--- src/rtl/expr_sig_collector_if.sv ---
// Result-vector stream between the expression stage and the signature collector.
//   in_valid : producer has a vector on y
//   in_ready : collector accepts the vector this cycle
//   y        : Y_W-bit result vector
// A transfer happens on a rising clock edge where in_valid & in_ready.
interface expr_sig_collector_if #(
  parameter int unsigned Y_W = 90
);
  logic           in_valid;
  logic           in_ready;
  logic [Y_W-1:0] y;

  modport master (output in_valid, output y, input in_ready);
  modport slave  (input in_valid, input y, output in_ready);
endinterface

--- src/rtl/expr_sig_collector.sv ---
// expr_sig_collector
// Capture stage for the expression blocks. Each accepted Y_W-bit vector is
// folded to 32 bits in a registered stage. The folded value is then
// compacted into a MISR signature over a programmed number of vectors.
//
// Ports:
//   clk, rst     : rising-edge clock, asynchronous active-high reset
//   start        : pulse; begins a run (ignored while busy)
//   num_vectors  : vectors per run, latched on an accepted start
//   vin          : slave side of the vector stream (in_valid/in_ready/y)
//   busy         : run in progress (RUN or FLUSH)
//   done         : signature final; held until the next accepted start
//   vec_count    : vectors accepted in the current run
//   sig_out      : current signature
//   exp_sig/pass : only with EXPR_SIG_CMP_EN; pass = final signature matches exp_sig
//
// Optional feature macro: EXPR_SIG_CMP_EN
module expr_sig_collector #(
  parameter int unsigned      Y_W   = 90,
  parameter int unsigned      SIG_W = 32,
  parameter int unsigned      CNT_W = 16,
  parameter logic [SIG_W-1:0] POLY  = 32'h04C11DB7,
  parameter logic [SIG_W-1:0] SEED  = 32'hFFFFFFFF
) (
  input  logic                  clk,
  input  logic                  rst,
  input  logic                  start,
  input  logic [CNT_W-1:0]      num_vectors,
  expr_sig_collector_if.slave   vin,
  output logic                  busy,
  output logic                  done,
  output logic [CNT_W-1:0]      vec_count,
  output logic [SIG_W-1:0]      sig_out
`ifdef EXPR_SIG_CMP_EN
  ,
  input  logic [SIG_W-1:0]      exp_sig,
  output logic                  pass
`endif
);

  typedef enum logic [1:0] {IDLE, RUN, FLUSH, DONE} state_t;

  state_t           state_q, state_d;
  logic [CNT_W-1:0] nv_q;
  logic [SIG_W-1:0] fold_q;
  logic             fv_q;
  logic             rdy;
  logic             hs;
  logic             start_acc;
  logic             last;
  logic [95:0]      ypad;
  logic [31:0]      fold_d;
  logic [SIG_W-1:0] sig_nxt;

  assign hs        = vin.in_valid && (state_q == RUN);
  assign start_acc = start && ((state_q == IDLE) || (state_q == DONE));
  assign last      = (vec_count == nv_q - 1'b1);
  assign vin.in_ready = rdy;

  // Zero-pad the vector to three 32-bit lanes and XOR them together.
  always_comb begin
    ypad = '0;
    ypad[Y_W-1:0] = vin.y;
    fold_d = ypad[31:0] ^ ypad[63:32] ^ ypad[95:64];
  end

  assign sig_nxt = {sig_out[SIG_W-2:0], 1'b0}
                 ^ (sig_out[SIG_W-1] ? POLY : '0)
                 ^ fold_q;

  always_ff @(posedge clk or posedge rst) begin
    if (rst) state_q <= IDLE;
    else     state_q <= state_d;
  end

  always_comb begin
    state_d = state_q;
    rdy     = 1'b0;
    busy    = 1'b0;
    done    = 1'b0;
    unique case (state_q)
      IDLE, DONE: begin
        done = (state_q == DONE);
        if (start) state_d = (num_vectors == '0) ? DONE : RUN;
      end
      RUN: begin
        rdy  = 1'b1;
        busy = 1'b1;
        if (hs && last) state_d = FLUSH;
      end
      FLUSH: begin
        busy    = 1'b1;
        state_d = DONE;
      end
      default: state_d = IDLE;
    endcase
  end

  always_ff @(posedge clk or posedge rst) begin
    if (rst) begin
      sig_out   <= SEED;
      vec_count <= '0;
      nv_q      <= '0;
      fold_q    <= '0;
      fv_q      <= 1'b0;
    end else begin
      fv_q <= hs;
      if (hs) begin
        fold_q    <= SIG_W'(fold_d);
        vec_count <= vec_count + 1'b1;
      end
      // start is only accepted in IDLE/DONE, where no fold is ever pending,
      // so reseeding never collides with a MISR update.
      if (start_acc) begin
        sig_out   <= SEED;
        vec_count <= '0;
        nv_q      <= num_vectors;
      end else if (fv_q) begin
        sig_out <= sig_nxt;
      end
    end
  end

`ifdef EXPR_SIG_CMP_EN
  // The last MISR update lands on the same edge as FLUSH->DONE, so the
  // comparison uses the value being written rather than the stale register.
  always_ff @(posedge clk or posedge rst) begin
    if (rst)                   pass <= 1'b0;
    else if (start_acc)        pass <= 1'b0;
    else if (state_q == FLUSH) pass <= (sig_nxt == exp_sig);
  end
`endif

endmodule
--- src/flat_wrapper.sv ---
// flat-port wrapper written by rule: the top's interface ports become plain ports
module expr_sig_collector_flat 
#(
  parameter int unsigned      Y_W   = 90,
  parameter int unsigned      SIG_W = 32,
  parameter int unsigned      CNT_W = 16,
  parameter logic [SIG_W-1:0] POLY  = 32'h04C11DB7,
  parameter logic [SIG_W-1:0] SEED  = 32'hFFFFFFFF
)
  (clk, rst, start, num_vectors, busy, done, vec_count, sig_out, vin_in_valid, vin_y, vin_in_ready);
  expr_sig_collector_if #(.Y_W(Y_W)) vin_i ();
  input  logic clk;
  input  logic rst;
  input  logic start;
  input  logic [CNT_W-1:0] num_vectors;
  output logic busy;
  output logic done;
  output logic [CNT_W-1:0] vec_count;
  output logic [SIG_W-1:0] sig_out;
  input wire logic [$bits(vin_i.in_valid)-1:0] vin_in_valid;
  input wire logic [$bits(vin_i.y)-1:0] vin_y;
  output wire logic [$bits(vin_i.in_ready)-1:0] vin_in_ready;
  assign vin_i.in_valid = vin_in_valid;
  assign vin_i.y = vin_y;
  assign vin_in_ready = vin_i.in_ready;
  expr_sig_collector #(.Y_W(Y_W), .SIG_W(SIG_W), .CNT_W(CNT_W), .POLY(POLY), .SEED(SEED)) u_core (.clk(clk), .rst(rst), .start(start), .num_vectors(num_vectors), .vin(vin_i), .busy(busy), .done(done), .vec_count(vec_count), .sig_out(sig_out));
endmodule
--- config.mk ---
export PLATFORM = sky130hd
export DESIGN_NAME = expr_sig_collector_flat
export DESIGN_NICKNAME = d
export VERILOG_FILES = /design/src/rtl/expr_sig_collector_if.sv /design/src/rtl/expr_sig_collector.sv /design/src/flat_wrapper.sv
export SDC_FILE = /design/constraint.sdc
export NUM_CORES = 1
export LEC_CHECK = 0
export CAP_MARGIN = 30
export CORE_MARGIN = 3
export CORE_UTILIZATION = 48
export DETAILED_ROUTE_END_ITERATION = 8
export GPL_ROUTABILITY_DRIVEN = 0
export PLACE_DENSITY = 0.81
export SYNTH_ARGS = -nofsm -noshare
export SYNTH_HDL_FRONTEND = slang
export SYNTH_SLANG_ARGS = --single-unit
--- constraint.sdc ---
create_clock -name clk -period 4.4 [get_ports clk]
set_input_delay 1.1 -clock clk [delete_from_list [all_inputs] [get_ports clk]]
set_output_delay 1.1 -clock clk [all_outputs]
set_load 0.005 [all_outputs]
# Word-level counts from Yosys, hierarchy flattened
# Cells that the tools add are included.
[word_totals]
regBits = 99
input_bits = 110
output_inout_bits = 51
elab_cells = 41
[classes]
add_sub_neg = 2
n_eq_ne = 6
muxes = 12
bitwise_logic = 4
n_reduce_logical = 11
[ops]
columns = ["operator", "count"]
rows = [
  ["$xor A32 B32 Y32", 3],
  ["$mux W32", 2],
  ["$mux W16", 2],
  ["$xor A32 B26 Y32", 1],
  ["$mux W27", 1],
  ["$add A16 B1 Y16 const B", 1],
  ["$eq A16 B16 Y1", 1],
  ["$logic_not A16 Y1", 1],
  ["$sub A16 B1 Y16 const B", 1],
  ["$mux W2", 3],
  ["$pmux W2 S3", 1],
  ["$eq A2 B2 Y1 const B", 2],
  ["$ne A2 B2 Y1 const B", 2],
  ["$reduce_bool A2 Y1", 2],
  ["$reduce_or A2 Y1", 2],
  ["$logic_and A1 B1 Y1", 3],
  ["$mux W1", 3],
  ["$eq A2 B1 Y1 const B", 1],
  ["$logic_not A2 Y1", 1],
  ["$reduce_and A2 Y1", 1],
  ["$logic_or A1 B1 Y1", 1],
]

# Logic depth before layout (Yosys ltp)
[logic_depth]
ltp_word = 5
depth_mapped = 9
ltp_nobuf = 9

# Worst setup path before layout
# Ideal clock, no wire load.
[synth_timing]
path_type = "flip-flop to flip-flop"
from = "register u_core.nv_q[0]"
to = "register u_core.state_q[0]"
arrival_ns = 2.171
required_ns = 4.272
setup_slack_ns = 2.101
path_stages_with_launch = 10
n_path_buf = 0
period_less_slack_ns = 2.299
cell_sequence = "dfrtp_1 inv_1 ha_1 nor4b_4 and2_4 xnor2_1 a2111o_1 nor4_2 a21oi_1 mux2i_1"
[synth_between]
elab_chain_cells = 5
[synth_lines]
columns = ["element", "line", "source"]
rows = [
  ["from (decl)", "expr_sig_collector.sv:44", "logic [CNT_W-1:0] nv_q;"],
  ["from (signal assigned)", "expr_sig_collector.sv:117", "nv_q <= num_vectors;"],
  ["$sub A16 B1 Y16", "expr_sig_collector.sv:57", "assign last = (vec_count == nv_q - 1'b1);"],
  ["$eq A16 B16 Y1", "expr_sig_collector.sv:57", ""],
  ["$logic_and A1 B1 Y1", "expr_sig_collector.sv:89", "if (hs && last) state_d = FLUSH;"],
  ["$ne A2 B2 Y1 (no source line)", "n/a", ""],
  ["$reduce_and A2 Y1 (no source line)", "n/a", ""],
  ["to (signal assigned)", "expr_sig_collector.sv:73", "else state_q <= state_d;"],
  ["to (decl)", "expr_sig_collector.sv:43", "state_t state_q, state_d;"],
]
# No other way between the ends.
# A chain may end at the register's enable or synchronous reset.

# Worst setup path after layout
[layout_timing]
from = "register u_core.sig_out[31]"
to = "output port sig_out[31]"
[layout_lines]
columns = ["element", "line", "source"]
rows = [
  ["from (decl)", "expr_sig_collector.sv:33", "output logic [SIG_W-1:0] sig_out"],
  ["from (signal assigned)", "expr_sig_collector.sv:119", "sig_out <= sig_nxt;"],
  ["to (decl)", "flat_wrapper.sv:19", "output logic [SIG_W-1:0] sig_out;"],
]
# No word-level cell between the ends.

==> results.toml <==
[sta]
grt_setup_unrepaired = "false"
slew_headroom = 0.343
setup_ws_ps = 1500
period_needed_ps = 2900
skew_ps = 6.58
hold_violations = 0
fin_tns_setup_ps = 0
tightestPinTransition_ps = 986
fin_crit_sh = 0.659
final_max_slew_viol_count = 0
finalSetupViolCount = 0
fmax_mhz = 345

[clock_network]
cts_tree = "done"
cts_buffer_depth = 2
cts_resized = 0
numClockSinks = 99
htree_num_levels = 3
cts_made_buffers = 9
post_cts_buffers = 0
ctsHoldBuffers = 0
cts_root_buffer = "clkbuf_16"
clock_latency_ps = 340
clk_pin_slew_ps = 70

[synth]
synth_fp_nets = 708
synth_seq_cells = 99
synth_edf_count = 0
synthDistinctLibCells = 44
synth_area_sq_um = 5430
yosysWarnings = 0
ys_seq_area_frac = 0.464
avgSynthCellArea_sq_um = 9.16
synthFlopType = "dfrtp_1"
synth-async-reset-ratio = 1.00
synth_cells = 593

[setup_path]
cpMaxStageDelayCell = "dfstp_2"
cp-start-kind = "flop"
cp_max_fo = 16
cp_num_buf_inv = 1
cp.arrival_ps = 1800
critPathMaxStageDelay_ps = 850
path_delay_family = "flip-flops"
worstPathRequired_ps = 3300
path_cells = "clkdlybuf4s50_1"
critPathCaptureType = "output port"
worstSetupPathType = "reg -> out"

[pwr]
ir_drop_uv = 323
leakagePower_uw = 0.00296
powerDensity_nw_per_um2 = 600

[drt]
postRouteAntennaNets = 0
drc = 0
drt_iter0_drc = 235
wl_met1_um = 5610
vias = 4672
dr_wl_met2_um = 6730
routedWlPerCell_um = 15.4
dr_wl_met3_um = 1050
top_layer = "met4"
firstDrtPassIters = 4
drt-total-wl_um = 13700
viasPerCell = 5.28

[finish]
drive_gt1_frac = 0.0819
n_antenna_cell = 0
area_growth_pct = 36.7
fin_area_sq_um = 7420
num-nets-final = 855

[floorplan]
fp.dieArea_sq_um = 12600
core_area_sq_um = 10900
start_util = 0.497
fp.dieH_um = 112
rows = 38
num_io_pins = 161
die_x_um = 112

[grt]
grt_start_max_net_pins = 65
grt_pass1_vias = 4700
grt.total_usage = 0.222
grt_pass1_wl_um = 22800
overflow = 0
antenna_found_initial = 0

[run_status]
run_status = "completed"

[placement]
detailed_place.area_sq_um = 7140
io_buffer_count = 160
dpl_worst_slack_ps = 1470
dp.final_hpwl_um = 10100

[min_path]
hold_path_class = "reg -> reg"

[flow_run]
max_cap_viol_count = 0
[worst register-to-register path, stage by stage, from the launching register on]
cell and delay [ps]:
dfrtp_1 430, inv_1 100, ha_1 250, nor4b_4 430, and4b_1 280, xnor2_1 80, a2111o_1 430, nor4_2 220
a21oi_1 130, a2bb2oi_1 190
[flip-flops by register name (all words and copies together) (netlist names)]
register and flops:
u_core.vec_count 16, u_core.fold_q 32, u_core.sig_out 32, u_core.fv_q 1, u_core.nv_q 16, u_core.state_q 2
[worst paths after layout]
kind / from / end / slack, ps / depth (start not counted)
setup / recovery: u_core.sig_out[31] / sig_out[31] / 1500 / 1
hold / removal: u_core.fold_q[17] / u_core.fold_q[17] / 500 / 2
setup reg to reg: u_core.nv_q[0] / u_core.state_q[1] / 1770 / 9
hold reg to reg: u_core.fold_q[17] / u_core.fold_q[17] / 500 / 2
max in group asynchronous: rst / u_core.sig_out[7] / 2350 / 3
min in group asynchronous: rst / u_core.fold_q[21] / 1200 / 2
[cell usage after synthesis (2+ instances only)]
cell	instances	area (sq um)
a211oi_1	2	15.0
a21oi_1	9	45.0
a221oi_1	2	17.5
a31oi_1	2	12.5
and4_1	3	26.3
buf_1	4	15.0
clkbuf_1	24	90.1
dfrtp_1	67	1680
dfstp_2	32	841
ha_1	5	62.6
inv_1	13	48.8
nand2_1	143	537
nand3_1	6	30.0
nand4_1	5	31.3
nor2_1	15	56.3
nor3_1	11	55.1
nor4_1	5	31.3
o21a_1	2	15.0
o21ai_0	79	395
or3_1	9	56.3
or4_1	2	15.0
xnor2_1	82	718
xor2_1	50	438
[report_power, final]
part / total [uW] / switching (uW) / internal [uW]
Clock: 744 / 357 / 387
Combinational: 1880 / 874 / 1010
Sequential: 1820 / 447 / 1380
Total: 4450 / 1680 / 2770
[cells by family after synthesis]
logic type,after synthesis,share of synthesized area
fa+ha+maj,5,0.0115
simple gates,209,0.173
compound gates,105,0.107
flops,99,0.464
buf+inv,42,0.0304
xor+xnor,132,0.213
mux,1,0.00184
[cells in the final DEF, fill, tap and decap left out, types with 2 or more instances in the layout]
cell type | synthesis | final
o21ai_0 | 79 | 79
dfrtp_1 | 67 | 66
nor3_1 | 11 | 11
clkdlybuf4s50_1 | 0 | 160
a31oi_1 | 2 | 2
or3_1 | 9 | 9
nand4_1 | 5 | 5
nand2_1 | 143 | 142
a21oi_1 | 9 | 9
nor4_1 | 5 | 5
ha_1 | 5 | 5
clkbuf_16 | 0 | 9
clkinvlp_4 | 0 | 3
dfstp_2 | 32 | 32
xnor2_1 | 82 | 82
nor2_1 | 15 | 15
xor2_1 | 50 | 50
or4_1 | 2 | 2
inv_1 | 13 | 12
and4_1 | 3 | 3
a211oi_1 | 2 | 2
clkinv_4 | 0 | 2
a221oi_1 | 2 | 2
nand3_1 | 6 | 6
o21a_1 | 2 | 2
buf_4 | 0 | 4
[stage by stage]
stage / hold slack [ps] / power (uW) / util / instances
after floorplan: 465 / 2920 / - / 593
after global placement: 478 / 3590 / 0.652 / 868
after detailed placement: 492 / 3700 / 0.653 / 869
after CTS: 507 / 4470 / 0.679 / 885
after global routing: 529 / 4790 / 0.679 / 885
final: 505 / 4450 / 0.679 / 885
[area by class of cell]
type / instances / area (sq um)
Fill cell: 840 / 3510
Inverter: 13 / 51.3
Sequential cell: 99 / 2520
Clock inverter: 7 / 53.8
Timing Repair Buffer: 165 / 1650
Multi-Input combinational cell: 452 / 2750
Tap cell: 140 / 175
Clock buffer: 9 / 225
[metal layers]
layer	vias up	GRT usage
li1	2253	-
met1	2217	0.283
met2	184	0.365
met3	18	0.0518
met4	0	0.0905
met5	-	0
Power figures use the tool's default switching activity.
==> RTL change, RTL diff (same settings) <==
Put one more register stage on the output `vec_count`. The value now appears one clock later. The other outputs are not delayed to match.
--- a/src/rtl/expr_sig_collector.sv
+++ b/src/rtl/expr_sig_collector.sv
@@ -42,2 +42,4 @@
 
+  logic [CNT_W-1:0] vec_count_s0;
+
   state_t           state_q, state_d;
@@ -56,3 +58,3 @@
   assign start_acc = start && ((state_q == IDLE) || (state_q == DONE));
-  assign last      = (vec_count == nv_q - 1'b1);
+  assign last      = (vec_count_s0 == nv_q - 1'b1);
   assign vin.in_ready = rdy;
@@ -101,3 +103,3 @@
       sig_out   <= SEED;
-      vec_count <= '0;
+      vec_count_s0 <= '0;
       nv_q      <= '0;
@@ -109,3 +111,3 @@
         fold_q    <= SIG_W'(fold_d);
-        vec_count <= vec_count + 1'b1;
+        vec_count_s0 <= vec_count_s0 + 1'b1;
       end
@@ -115,3 +117,3 @@
         sig_out   <= SEED;
-        vec_count <= '0;
+        vec_count_s0 <= '0;
         nv_q      <= num_vectors;
@@ -133,2 +135,6 @@
 
+  always_ff @(posedge clk) begin
+    vec_count <= vec_count_s0;
+  end
+
 endmodule
Formal check against the unedited RTL: not equivalent (a bounded check fails within 4 cycles, from zero or initial values and one cycle with rst high).
==> RTL change against the original RTL <==
Clock power is 87% higher. Register-to-register slack worse by 110 ps. Setup slack worse by 71 ps. Final area rose by 8.2%. Sequential cell count is 16 higher. Synthesized area increased by 5.5%. Maximum frequency fell by 2.4%. Critical path type unchanged. Critical endpoint unchanged. First-iteration DRC count down 7.2%. Wire length grew 2.6%. Power rose by 14%. Via count is 0.21% lower. Synthesized cell count increased by 2.2%.
==> RTL change: results (changes against the original RTL) <==
** STA
- The hold slack came to 446 ps (was 505 ps).
- The relative slew slack was 0.376 (was 0.343).
- Setup clock skew after layout :: 14.6 ps (was 6.58 ps)

** Critical path
- The internal reg-to-reg setup slack is 1660 ps (was 1770 ps).
- Arrival time at the worst endpoint :: 1870 ps (was 1800 ps)
- Worst r2r src :: u_core.nv_q[0] (unchanged)
- RR Endpoint :: u_core.state_q[0] (was u_core.state_q[1])

** Synth
- The fraction of registers with async set/reset is 0.861 (was 1.00).
- Mean post-synth cell area :: 9.46 um^2 (was 9.16 um^2)
- Commonest cells in the netlist: nand2_1 (149), xnor2_1 (81), o21ai_0 (71) (was nand2_1 (143), xnor2_1 (82), o21ai_0 (79)).
- Distinct cell type count after synthesis :: 45 (was 44)
- Synth area leaders :: dfrtp_1 (29%), dfstp_2 (15%), xnor2_1 (12%) (was dfrtp_1 (31%), dfstp_2 (15%), xnor2_1 (13%))
- The net count of the mapped netlist came to 721 (was 708).
- Sequential fraction of the synthesis area :: 0.495 (was 0.464)

** Global routing
- Vias in the first global route :: 4806 (was 4700)
- The routing usage on met2 came to 0.389 (was 0.365).
- Wire length of the first global-routing pass :: 23100 um (was 22800 um)
- The met1 usage in global routing was 0.258 (was 0.283).
- Global Route Usage Sum :: 0.226 (was 0.222)
- Fraction of met3 tracks used by global routing :: 0.0779 (was 0.0518)

** Final layout
- FILL cells :: 860 (was 840)
- Net count, final :: 875 (was 855)
- Layout cells sized above 1 :: 0.102 (was 0.0819)

** Hold path
- The class of the tightest hold or removal check is reg -> reg (unchanged).
- The hold path depth came to 0 (was 2).
- Launch instance of the worst min-delay path :: u_core.vec_count_s0[15] (was u_core.fold_q[17])
- Endpoint of the worst hold path :: u_core.vec_count[15] (was u_core.fold_q[17])

** Placed design
- The half-perimeter wire length of the detailed placement result came to 10000 um (was 10100 um).
- Worst slack, placed :: 1290 ps (was 1470 ps)
- The placed cell area is 7430 um^2 (was 7140 um^2).

** Run status
- Run status: finished clean (unchanged).

** Detailed routing
- Drt wl/cell :: 15.3 um (was 15.4 um)
- The count of routing violations after the opening detailed-route iteration came to 218 (was 235).

** Clock tree
- H-tree levels :: 4 (was 3)
- Clock latency on the worst-skew pair :: 420 ps (was 340 ps)

** Power and ir drop
- The cell leakage power was 3.28 nW (was 2.96 nW).
- Max VDD drop :: 368 uV (was 323 uV)
## RTL change: changes by cell type after synthesis, sizes merged, moves of 6 or more
cell / before / now
dfxtp: 0 / 16
nor3: 11 / 5
or3: 9 / 3
o21ai: 79 / 71
nor2: 15 / 22
nand2: 143 / 149
## RTL change: layout make-up
class | instances | area, um^2 | area share
Sequential cell | 115 | 2840 | 0.354
Multi-Input combinational cell | 449 | 2720 | 0.339
Clock inverter | 10 | 131 | 0.0164
Timing Repair Buffer | 165 | 1650 | 0.205
Inverter | 12 | 47.5 | 0.00592
Tap cell | 143 | 179 | 0.0223
Clock buffer | 22 | 464 | 0.0578
## RTL change: cell families after synthesis
logic type                 count (synthesis)  synth area share
AOI/OAI and AO/OA                         92            0.0904
xor gates and xnor gates                 135             0.206
adders and majority gates                  5            0.0109
buffers and inverters                     42            0.0306
DFF                                      115             0.495
muxes                                      2           0.00349
and+or+nand+nor                          215             0.163
## RTL change: worst max-delay path by stage
stage	startpoint	slack (ps)	to
floorplan	rst	760	u_core.fold_q[0]
global placement	vin_in_valid	1350	u_core.state_q[0]
detailed placement	vin_in_valid	1290	u_core.state_q[0]
CTS	u_core.sig_out[31]	1400	sig_out[31]
global route	u_core.sig_out[31]	1360	sig_out[31]
finish	u_core.sig_out[31]	1430	sig_out[31]
## RTL change: per-layer routing
metal  part of all wire  wire [um]  vias up
met5                  0          0        -
met4              0.020        279        0
met3              0.073       1030       23
met2               0.51       7150      168
met1               0.40       5550     2193
li1                   -          -     2278
## RTL change: power breakdown
part           switching, mW  leakage (nW)  internal [mW]  total (mW)
combinational          0.858          1.66          0.936        1.79
clock                  0.476         0.294          0.914        1.39
sequential             0.412          1.32           1.49        1.90
total                   1.75          3.28           3.34        5.09
